==> src/rtl/fb_pkg.sv <==
// Frame-buffer shared types and constants: geometry, pixel/address types,
// arbiter grant encoding and the buffered write request record.
package fb_pkg;

    localparam int HVID     = 640;
    localparam int VVID     = 480;
    localparam int FB_DEPTH = HVID * VVID;
    localparam int ADDR_W   = 19;
    localparam int DATA_W   = 24;

    typedef logic [DATA_W-1:0] pixel_t;
    typedef logic [ADDR_W-1:0] fb_addr_t;

    typedef enum logic [1:0] {
        GNT_NONE,
        GNT_RD,
        GNT_WR
    } grant_e;

    typedef struct packed {
        fb_addr_t addr;
        pixel_t   data;
    } wr_req_t;

    // True when the linear address lands inside the visible frame.
    function automatic logic addr_in_range(input fb_addr_t a);
        return a < fb_addr_t'(FB_DEPTH);
    endfunction

endpackage

==> src/rtl/fb_wr_fifo.sv <==
// Small synchronous FIFO holding pending frame-buffer writes until the
// arbiter finds an idle RAM slot. Pushes while full and pops while empty
// are ignored.
module fb_wr_fifo
    import fb_pkg::*;
#(
    parameter int DEPTH = 4
) (
    input  logic                     clk_25,
    input  logic                     rst,
    input  logic                     push,
    input  wr_req_t                  din,
    input  logic                     pop,
    output wr_req_t                  dout,
    output logic                     full,
    output logic                     empty,
    output logic [$clog2(DEPTH):0]   count
);

    localparam int PTR_W = $clog2(DEPTH);
    localparam logic [PTR_W:0] FULL_CNT = (PTR_W + 1)'(DEPTH);

    wr_req_t          mem [DEPTH];
    logic [PTR_W-1:0] wr_ptr;
    logic [PTR_W-1:0] rd_ptr;
    logic             do_push;
    logic             do_pop;

    assign do_push = push && !full;
    assign do_pop  = pop && !empty;
    assign full    = (count == FULL_CNT);
    assign empty   = (count == '0);
    assign dout    = mem[rd_ptr];

    // Entry storage needs no reset; occupancy is tracked by the pointers.
    always_ff @(posedge clk_25) begin
        if (do_push) begin
            mem[wr_ptr] <= din;
        end
    end

    // Pointer and occupancy bookkeeping; simultaneous push and pop leave count unchanged.
    always_ff @(posedge clk_25) begin
        if (rst) begin
            wr_ptr <= '0;
            rd_ptr <= '0;
            count  <= '0;
        end else begin
            if (do_push) begin
                wr_ptr <= wr_ptr + 1'b1;
            end
            if (do_pop) begin
                rd_ptr <= rd_ptr + 1'b1;
            end
            case ({do_push, do_pop})
                2'b10:   count <= count + 1'b1;
                2'b01:   count <= count - 1'b1;
                default: count <= count;
            endcase
        end
    end

endmodule

==> src/rtl/fb_port_arbiter.sv <==
// Frame-buffer port arbiter: shares the single-port pixel RAM between the
// VGA scanout reader (absolute priority, fixed latency) and the image-load
// writer (buffered, drained in idle slots).
// Optional build macro FB_ARB_STATS_EN adds stall_cnt and max_fill outputs.
module fb_port_arbiter
    import fb_pkg::*;
#(
    parameter int WFIFO_DEPTH = 4,
    parameter int MEM_LAT     = 1
) (
    input  logic              clk_25,
    input  logic              rst,
    input  logic              rd_req,
    input  logic [ADDR_W-1:0] rd_addr,
    output logic              rd_valid,
    output logic [DATA_W-1:0] rd_data,
    input  logic              wr_valid,
    input  logic [ADDR_W-1:0] wr_addr,
    input  logic [DATA_W-1:0] wr_data,
    output logic              wr_ready,
    output logic              wr_oob,
    output logic              mem_en,
    output logic              mem_we,
    output logic [ADDR_W-1:0] mem_addr,
    output logic [DATA_W-1:0] mem_wdata,
    input  logic [DATA_W-1:0] mem_rdata
`ifdef FB_ARB_STATS_EN
    ,
    output logic [31:0]                    stall_cnt,
    output logic [$clog2(WFIFO_DEPTH):0]   max_fill
`endif
);

    localparam int CNT_W = $clog2(WFIFO_DEPTH) + 1;

    wr_req_t          fifo_din;
    wr_req_t          fifo_head;
    logic             fifo_push;
    logic             fifo_pop;
    logic             fifo_full;
    logic             fifo_empty;
    logic [CNT_W-1:0] fifo_count;

    grant_e           grant_d;
    grant_e           grant_q;
    logic             rd_en_q;
    fb_addr_t         addr_q;
    pixel_t           wdata_q;
    logic             oob_q;
    logic             wr_fire;
    logic             wr_in_range;
    logic             rd_in_range;
    logic [MEM_LAT:0] vld_pipe;
    logic [MEM_LAT:0] ok_pipe;

    // Writer handshake depends only on registered occupancy and reset.
    assign wr_ready    = !fifo_full && !rst;
    assign wr_fire     = wr_valid && wr_ready;
    assign wr_in_range = addr_in_range(wr_addr);
    assign rd_in_range = addr_in_range(rd_addr);
    assign fifo_push   = wr_fire && wr_in_range;
    assign fifo_din    = '{addr: wr_addr, data: wr_data};
    assign fifo_pop    = (grant_d == GNT_WR);

    fb_wr_fifo #(
        .DEPTH (WFIFO_DEPTH)
    ) u_wr_fifo (
        .clk_25 (clk_25),
        .rst    (rst),
        .push   (fifo_push),
        .din    (fifo_din),
        .pop    (fifo_pop),
        .dout   (fifo_head),
        .full   (fifo_full),
        .empty  (fifo_empty),
        .count  (fifo_count)
    );

    // Pick the next RAM owner: scanout first, then a buffered write, else idle.
    always_comb begin
        grant_d = GNT_NONE;
        if (rd_req) begin
            grant_d = GNT_RD;
        end else if (!fifo_empty) begin
            grant_d = GNT_WR;
        end
    end

    // Grant register and the registered RAM command it owns.
    always_ff @(posedge clk_25) begin
        if (rst) begin
            grant_q <= GNT_NONE;
            rd_en_q <= 1'b0;
            addr_q  <= '0;
            wdata_q <= '0;
        end else begin
            grant_q <= grant_d;
            rd_en_q <= rd_req && rd_in_range;
            case (grant_d)
                GNT_RD: begin
                    addr_q  <= rd_in_range ? rd_addr : '0;
                    wdata_q <= '0;
                end
                GNT_WR: begin
                    addr_q  <= fifo_head.addr;
                    wdata_q <= fifo_head.data;
                end
                default: begin
                    addr_q  <= '0;
                    wdata_q <= '0;
                end
            endcase
        end
    end

    assign mem_we    = (grant_q == GNT_WR);
    assign mem_en    = mem_we || ((grant_q == GNT_RD) && rd_en_q);
    assign mem_addr  = addr_q;
    assign mem_wdata = wdata_q;

    // Read-return delay line; ok bits mark reads that actually touched the RAM.
    always_ff @(posedge clk_25) begin
        if (rst) begin
            vld_pipe <= '0;
            ok_pipe  <= '0;
        end else begin
            vld_pipe <= {vld_pipe[MEM_LAT-1:0], rd_req};
            ok_pipe  <= {ok_pipe[MEM_LAT-1:0], rd_req && rd_in_range};
        end
    end

    assign rd_valid = vld_pipe[MEM_LAT];
    assign rd_data  = (vld_pipe[MEM_LAT] && ok_pipe[MEM_LAT]) ? mem_rdata : '0;

    // One-cycle flag for an accepted write that fell outside the frame and was dropped.
    always_ff @(posedge clk_25) begin
        if (rst) begin
            oob_q <= 1'b0;
        end else begin
            oob_q <= wr_fire && !wr_in_range;
        end
    end

    assign wr_oob = oob_q;

`ifdef FB_ARB_STATS_EN
    // Writer back-pressure cycles (saturating) and peak buffer occupancy.
    always_ff @(posedge clk_25) begin
        if (rst) begin
            stall_cnt <= '0;
            max_fill  <= '0;
        end else begin
            if (wr_valid && !wr_ready && (stall_cnt != '1)) begin
                stall_cnt <= stall_cnt + 1'b1;
            end
            if (fifo_count > max_fill) begin
                max_fill <= fifo_count;
            end
        end
    end
`endif

endmodule
==> config.mk <==
export PLATFORM = sky130hd
export DESIGN_NAME = fb_port_arbiter
export DESIGN_NICKNAME = d
export VERILOG_FILES = /design/src/rtl/fb_pkg.sv /design/src/rtl/fb_wr_fifo.sv /design/src/rtl/fb_port_arbiter.sv
export SDC_FILE = /design/constraint.sdc
export NUM_CORES = 1
export LEC_CHECK = 0
export CAP_MARGIN = 40
export CORE_MARGIN = 3
export CORE_UTILIZATION = 51
export CTS_CLUSTER_SIZE = 40
export DETAILED_ROUTE_END_ITERATION = 12
export GPL_ROUTABILITY_DRIVEN = 0
export PLACE_DENSITY = 0.78
export SLEW_MARGIN = 20
export SYNTH_ARGS = -nofsm -noshare
export SYNTH_HDL_FRONTEND = slang
export SYNTH_HIERARCHICAL = 1
export SYNTH_SLANG_ARGS = --single-unit
==> constraint.sdc <==
create_clock -name clk_25 -period 4.5 [get_ports clk_25]
set_clock_uncertainty 0.1 [all_clocks]
set_input_delay 1.125 -clock clk_25 [delete_from_list [all_inputs] [get_ports clk_25]]
set_output_delay 1.125 -clock clk_25 [all_outputs]
set_load 0.05 [all_outputs]
== Yosys cells after proc, flatten, opt, wreduce, memory -nomap -nowiden ==
Memory sizes are Yosys's and may differ from the RTL's. A register that Yosys moved wholly into a read port is not among the register bits.
Index checks and enable logic that the tools add are counted.

* Bits in registers: 58
* Memory bits (writable): 172
* Bits of input ports: 90
* Output and inout bits: 72
* Logic and storage cells: 52
* Memories kept: 1

* $add $sub $neg: 4
* $lt $le $gt $ge: 2
* Equal/unequal tests: 7
* Muxes and demuxes: 10
* Bitwise logic cells: 1
* Reductions and logical operators: 17

{| class="wikitable"
|+ Memories
! name !! depth !! bits a word !! read ports !! clocked after memory_dff !! write ports !! line !! RTL
|-
| u_wr_fifo.mem || 4 || 43 || 1 || 1 || 1 || fb_wr_fifo.sv:23 || <nowiki>wr_req_t mem [DEPTH];</nowiki>
|}

{| class="wikitable"
|+ Operators with widths
! kind !! count
|-
| $lt A19 B19 Y1 const B || 2
|-
| $pmux W19 S2 || 1
|-
| $mux W24 || 1
|-
| $mux W19 || 1
|-
| $logic_and A1 B1 Y1 || 9
|-
| $mux W2 || 4
|-
| $eq A2 B1 Y1 const B || 3
|-
| $eq A2 B2 Y1 const B || 3
|-
| $pmux W3 S2 || 1
|-
| $add A2 B1 Y2 const B || 2
|-
| $logic_not A1 Y1 || 4
|-
| $add A3 B1 Y3 const B || 1
|-
| $eq A3 B3 Y1 const B || 1
|-
| $logic_not A3 Y1 || 1
|-
| $sub A3 B1 Y3 const B || 1
|-
| $mux W1 || 2
|-
| $reduce_bool A2 Y1 || 1
|-
| $reduce_or A2 Y1 || 1
|-
| $logic_or A1 B1 Y1 || 1
|-
| $not A1 Y1 || 1
|}

== Logic depth before layout (Yosys ltp) ==
* Depth in word-level cells: 8
* Gate-level depth with buffers: 12

== Hierarchy ==
The synthesis kept the hierarchy.

{| class="wikitable"
|+ By module, submodules not included
! module !! times used !! cells an instance !! area an instance (um^2) !! sequential area each (um^2)
|-
| fb_wr_fifo || 1 || 279 || 6747.7 || 5345.1
|-
| fb_port_arbiter || 1 || 146 || 1650.3 || 980.9
|}

== Worst setup path after synthesis ==
OpenSTA, ideal clock, no wires.

* Path type: input port to flip-flop
* Start: input port rst
* End: memory u_wr_fifo/mem[0][0] (netlist name), enable pin
* Library setup time: 405 ps
* Data arrival time: 3412 ps
* Required time: 3995 ps
* Setup slack: 583 ps
* Stages: 5
* Path buffers: 0
* Cells stage by stage: nor2_1 -> o211a_1 -> inv_1 -> nor2_2 -> and2_1

* Cells in the longest elaborated chain, start to end: 7

{| class="wikitable"
|+ Ends and longest elaborated chain
! item !! line !! RTL
|-
| start: declaration || fb_port_arbiter.sv:12 || <nowiki>input logic rst,</nowiki>
|-
| $logic_not A1 Y1 || fb_port_arbiter.sv:57 || <nowiki>assign wr_ready = !fifo_full && !rst;</nowiki>
|-
| $logic_and A1 B1 Y1 || fb_port_arbiter.sv:57 ||
|-
| $logic_and A1 B1 Y1 || fb_port_arbiter.sv:58 || <nowiki>assign wr_fire = wr_valid && wr_ready;</nowiki>
|-
| $logic_and A1 B1 Y1 || fb_port_arbiter.sv:61 || <nowiki>assign fifo_push = wr_fire && wr_in_range;</nowiki>
|-
| via fifo_push || fb_port_arbiter.sv:38 || <nowiki>logic fifo_push;</nowiki>
|-
| $logic_and A1 B1 Y1 || fb_wr_fifo.sv:29 || <nowiki>assign do_push = push && !full;</nowiki>
|-
| $mux W1 || fb_wr_fifo.sv:37 || <nowiki>if (do_push) begin</nowiki>
|-
| $mux W1 (not written as such) || fb_wr_fifo.sv:38 || <nowiki>mem[wr_ptr] <= din;</nowiki>
|-
| end: declaration || fb_wr_fifo.sv:23 ||
|}

The timed path passes the listed nets, and every way through them passes these cells.

== Worst setup path after layout ==
* Start: input port mem_rdata[9]
* End: output port rd_data[9]

* Cells in the longest elaborated chain, start to end: 1

{| class="wikitable"
|+ Ends and longest elaborated chain
! item !! line !! RTL
|-
| start: declaration || fb_port_arbiter.sv:26 || <nowiki>input logic [DATA_W-1:0] mem_rdata</nowiki>
|-
| $mux W24 || fb_port_arbiter.sv:133 || <nowiki>assign rd_data = (vld_pipe[MEM_LAT] && ok_pipe[MEM_LAT]) ? mem_rdata : '0;</nowiki>
|-
| end: declaration || fb_port_arbiter.sv:16 || <nowiki>output logic [DATA_W-1:0] rd_data,</nowiki>
|}

Every way passes these cells.

==> results.py <==
metrics = {
    "sta": {
        "fmax_mhz": 260.6,
        "setup_tns_ns": 0,
        "hold_violations": 0,
        "fin_crit_sh_pct": 85.27,
        "drv_slew": 0,
        "rsz0062_at_grt": "no",
        "fin_crit_ns": 3.837,
        "worstMarginPinSlew_ns": 0.7132,
        "whs_ns": 0.3625,
        "setup_viol": 0,
        "maxSlewHeadroom_pct": 52.46,
    },
    "cts": {
        "clk_latency_ns": 0.50,
        "cts-buffers-inserted": 23,
        "clk_pin_slew_ns": 0.06,
        "htree_levels": 1,
        "clockRootBuffer": "clkbuf_16",
        "cts_tree": "built",
        "post_cts_buffers": 0,
        "clock_sinks": 230,
        "postCtsResizedCells": 0,
        "cts_max_path_buffers": 3,
        "hold_buffers": 0,
    },
    "worst_setup_path": {
        "crit_fanout": 1,
        "cp-start-kind": "primary input",
        "crit_top_cell": "clkdlybuf4s50_1",
        "crit_type": "in2out",
        "critPathMaxStageDelay_ns": 0.84,
        "crit_family": "buffers and inverters",
        "critical_path_required_ns": 3.27,
        "crit_chain": "clkdlybuf4s50_1, and3_1, clkdlybuf4s50_1",
        "arrival_ns": 2.61,
        "cp.buffers_inverters": 2,
        "crit_path_end_kind": "output pin",
        "cpMaxStageDelayCell": "clkdlybuf4s50_1",
    },
    "global_routing": {
        "grt-busiest-layer": "met2",
        "grt_use_met2_pct": 32.29,
        "grt_overflow": 0,
        "grt_pass1_wl_um": 25940,
        "grt_max_degree": 41,
        "use_met3_pct": 3.713,
        "grt.total_usage_pct": 18.50,
        "gr-usage-met1_pct": 23.77,
        "grt_pass1_vias": 4767,
        "antenna_found_initial": 1,
    },
    "hold_path": {
        "min_path_type": "reg2reg",
    },
    "floorplan": {
        "design.core.area_um2": 16000,
        "die_w_um": 134.3,
        "initial_core_util_pct": 52.49,
        "dieArea_um2": 18040,
        "io_pins": 162,
        "rows": 46,
        "die_h_um": 134.3,
    },
    "detailed_routing": {
        "drtIter0Drc": 246,
        "firstDrtPassIters": 4,
        "via_count": 4450,
        "drc": 0,
        "wl_per_cell_um": 20.23,
        "routed_via_density": 5.349,
        "final_antenna_net_count": 0,
        "wl_um": 16830,
    },
    "layout": {
        "instances_no_fill": 832,
        "area_growth_syn_to_layout_pct": 30.17,
        "fillers": 1047,
        "layout.nets": 695,
        "multi_input_area_um2": 1859,
        "seqCellArea_um2": 6331,
        "layout_common_cells": "172 x edfxtp_1, 160 x clkdlybuf4s50_1, 56 x dfxtp_1",
        "drive_above_1_share_pct": 15.10,
        "diodes": 0,
        "final_common_cell": "edfxtp_1",
    },
    "yosys": {
        "synth_area_leaders": "edfxtp_1 62%, dfxtp_1 14%, mux4_2 11%",
        "ys_ff_latch": 230,
        "synthCells": 425,
        "synth_area_um2": 8398,
        "ys_seq_area_share_pct": 75.33,
        "synth_top_area_share_pct": 61.50,
        "yosysWarnings": 6,
        "ys_types": 36,
        "postSynthAreaPerCell_um2": 19.76,
        "yosysTopAreaCell": "edfxtp_1",
        "synth_nets": 521,
    },
    "pwr": {
        "ir_drop_v": 0.0003197,
        "power_leakage_nw": 3.735,
        "power_density_nw_per_um2": 397.8,
    },
    "placed_design": {
        "port_buffers": 161,
        "dp_hpwl_um": 10810,
        "place_inst": 790,
    },
    "outcome": {
        "status": "completed",
    },
    "run": {
        "cap_viol_max_count": 0,
    },
}
-- cell type report --
type | instances | share of cell area, %
sequential | 230 | 57.91
multi-input combinational | 165 | 17.01
timing repair buffer | 170 | 15.86
clock buffer | 33 | 5.791
tap | 216 | 2.472
clock inverter | 9 | 0.6410
inverter | 9 | 0.3090
-- through the flow --
step / setup slack (ns) / area, um^2 / power (mW) / util (%)
2_1_floorplan: 0.5828 / 8398 / 2.489 / -
3_3_place_gp: 0.5612 / 10200 / 2.622 / 63.76
3_5_place_dp: 0.4245 / 10230 / 2.632 / 63.93
4_1_cts: 0.6515 / 10930 / 4.396 / 68.32
5_1_grt: 0.6347 / 10930 / 4.489 / 68.32
6_report: 0.6627 / 10930 / 4.348 / 68.32
-- path summary, 6_finish.rpt --
path	from	end	slack (ns)	cells after the start
worst min-delay path	ok_pipe[0]	ok_pipe[1]	0.36	1
worst max register to register	u_wr_fifo/count[2]	u_wr_fifo/count[2]	1.77	12
worst max-delay path	mem_rdata[9]	rd_data[9]	0.66	3
worst min register to register	ok_pipe[0]	ok_pipe[1]	0.36	1
-- where the power goes --
part / internal, mW / switching [mW] / leakage [nW]
logic: 0.129 / 0.128 / 1.36
registers: 2.31 / 0.0150 / 2.03
clock network: 1.03 / 0.727 / 0.346
-- sequential cells by signal, summed over array words and instances (netlist names), named ones only --
register / count
ok_pipe: 2
u_wr_fifo/count: 3
wr_oob: 1
u_wr_fifo/wr_ptr: 2
vld_pipe: 1
u_wr_fifo/mem: 172
mem_addr: 19
u_wr_fifo/rd_ptr: 2
mem_wdata: 24
grant_q: 2
-- layer usage --
metal / up-vias / wire length [um]
li1: 2020 / -
met1: 2268 / 6953
met2: 125 / 8623
met3: 35 / 845
met4: 2 / 391
met5: - / 13
-- cells by family (layout without fill, tap and decap cells) --
| kind of cell | count (synthesis) | after routing | share of synthesized area (%) |
|---|---|---|---|
| muxes | 44 | 44 | 11.78 |
| DFF | 230 | 230 | 75.33 |
| buffers and inverters | 30 | 221 | 2.592 |
| xor gates and xnor gates | 3 | 3 | 0.3129 |
| AOI/OAI and AO/OA | 34 | 34 | 3.173 |
| and+or+nand+nor | 78 | 78 | 5.825 |
| adders and majority gates | 6 | 6 | 0.9833 |
-- cells in the mapped netlist --
library cell / number
edfxtp_1: 172
dfxtp_1: 58
mux4_2: 40
and2_1: 28
and3_1: 24
a22o_1: 19
inv_1: 9
nor2_1: 8
buf_2: 7
clkbuf_1: 6
a21oi_1: 5
buf_12: 5
ha_1: 5
o21ai_0: 4
mux4_1: 3
nand2_1: 3
or3_1: 3
xor2_1: 3
and2b_1: 2
buf_6: 2
nand2b_1: 2
nor2b_1: 2
o211a_1: 2
a211oi_1: 1
a21o_1: 1
buf_1: 1
fa_1: 1
mux2i_1: 1
nand3_1: 1
nor2_2: 1
nor2b_4: 1
nor3_2: 1
nor3_4: 1
nor3b_2: 1
o21bai_1: 1
o31ai_2: 1
(Power assumes the default switching activity.)
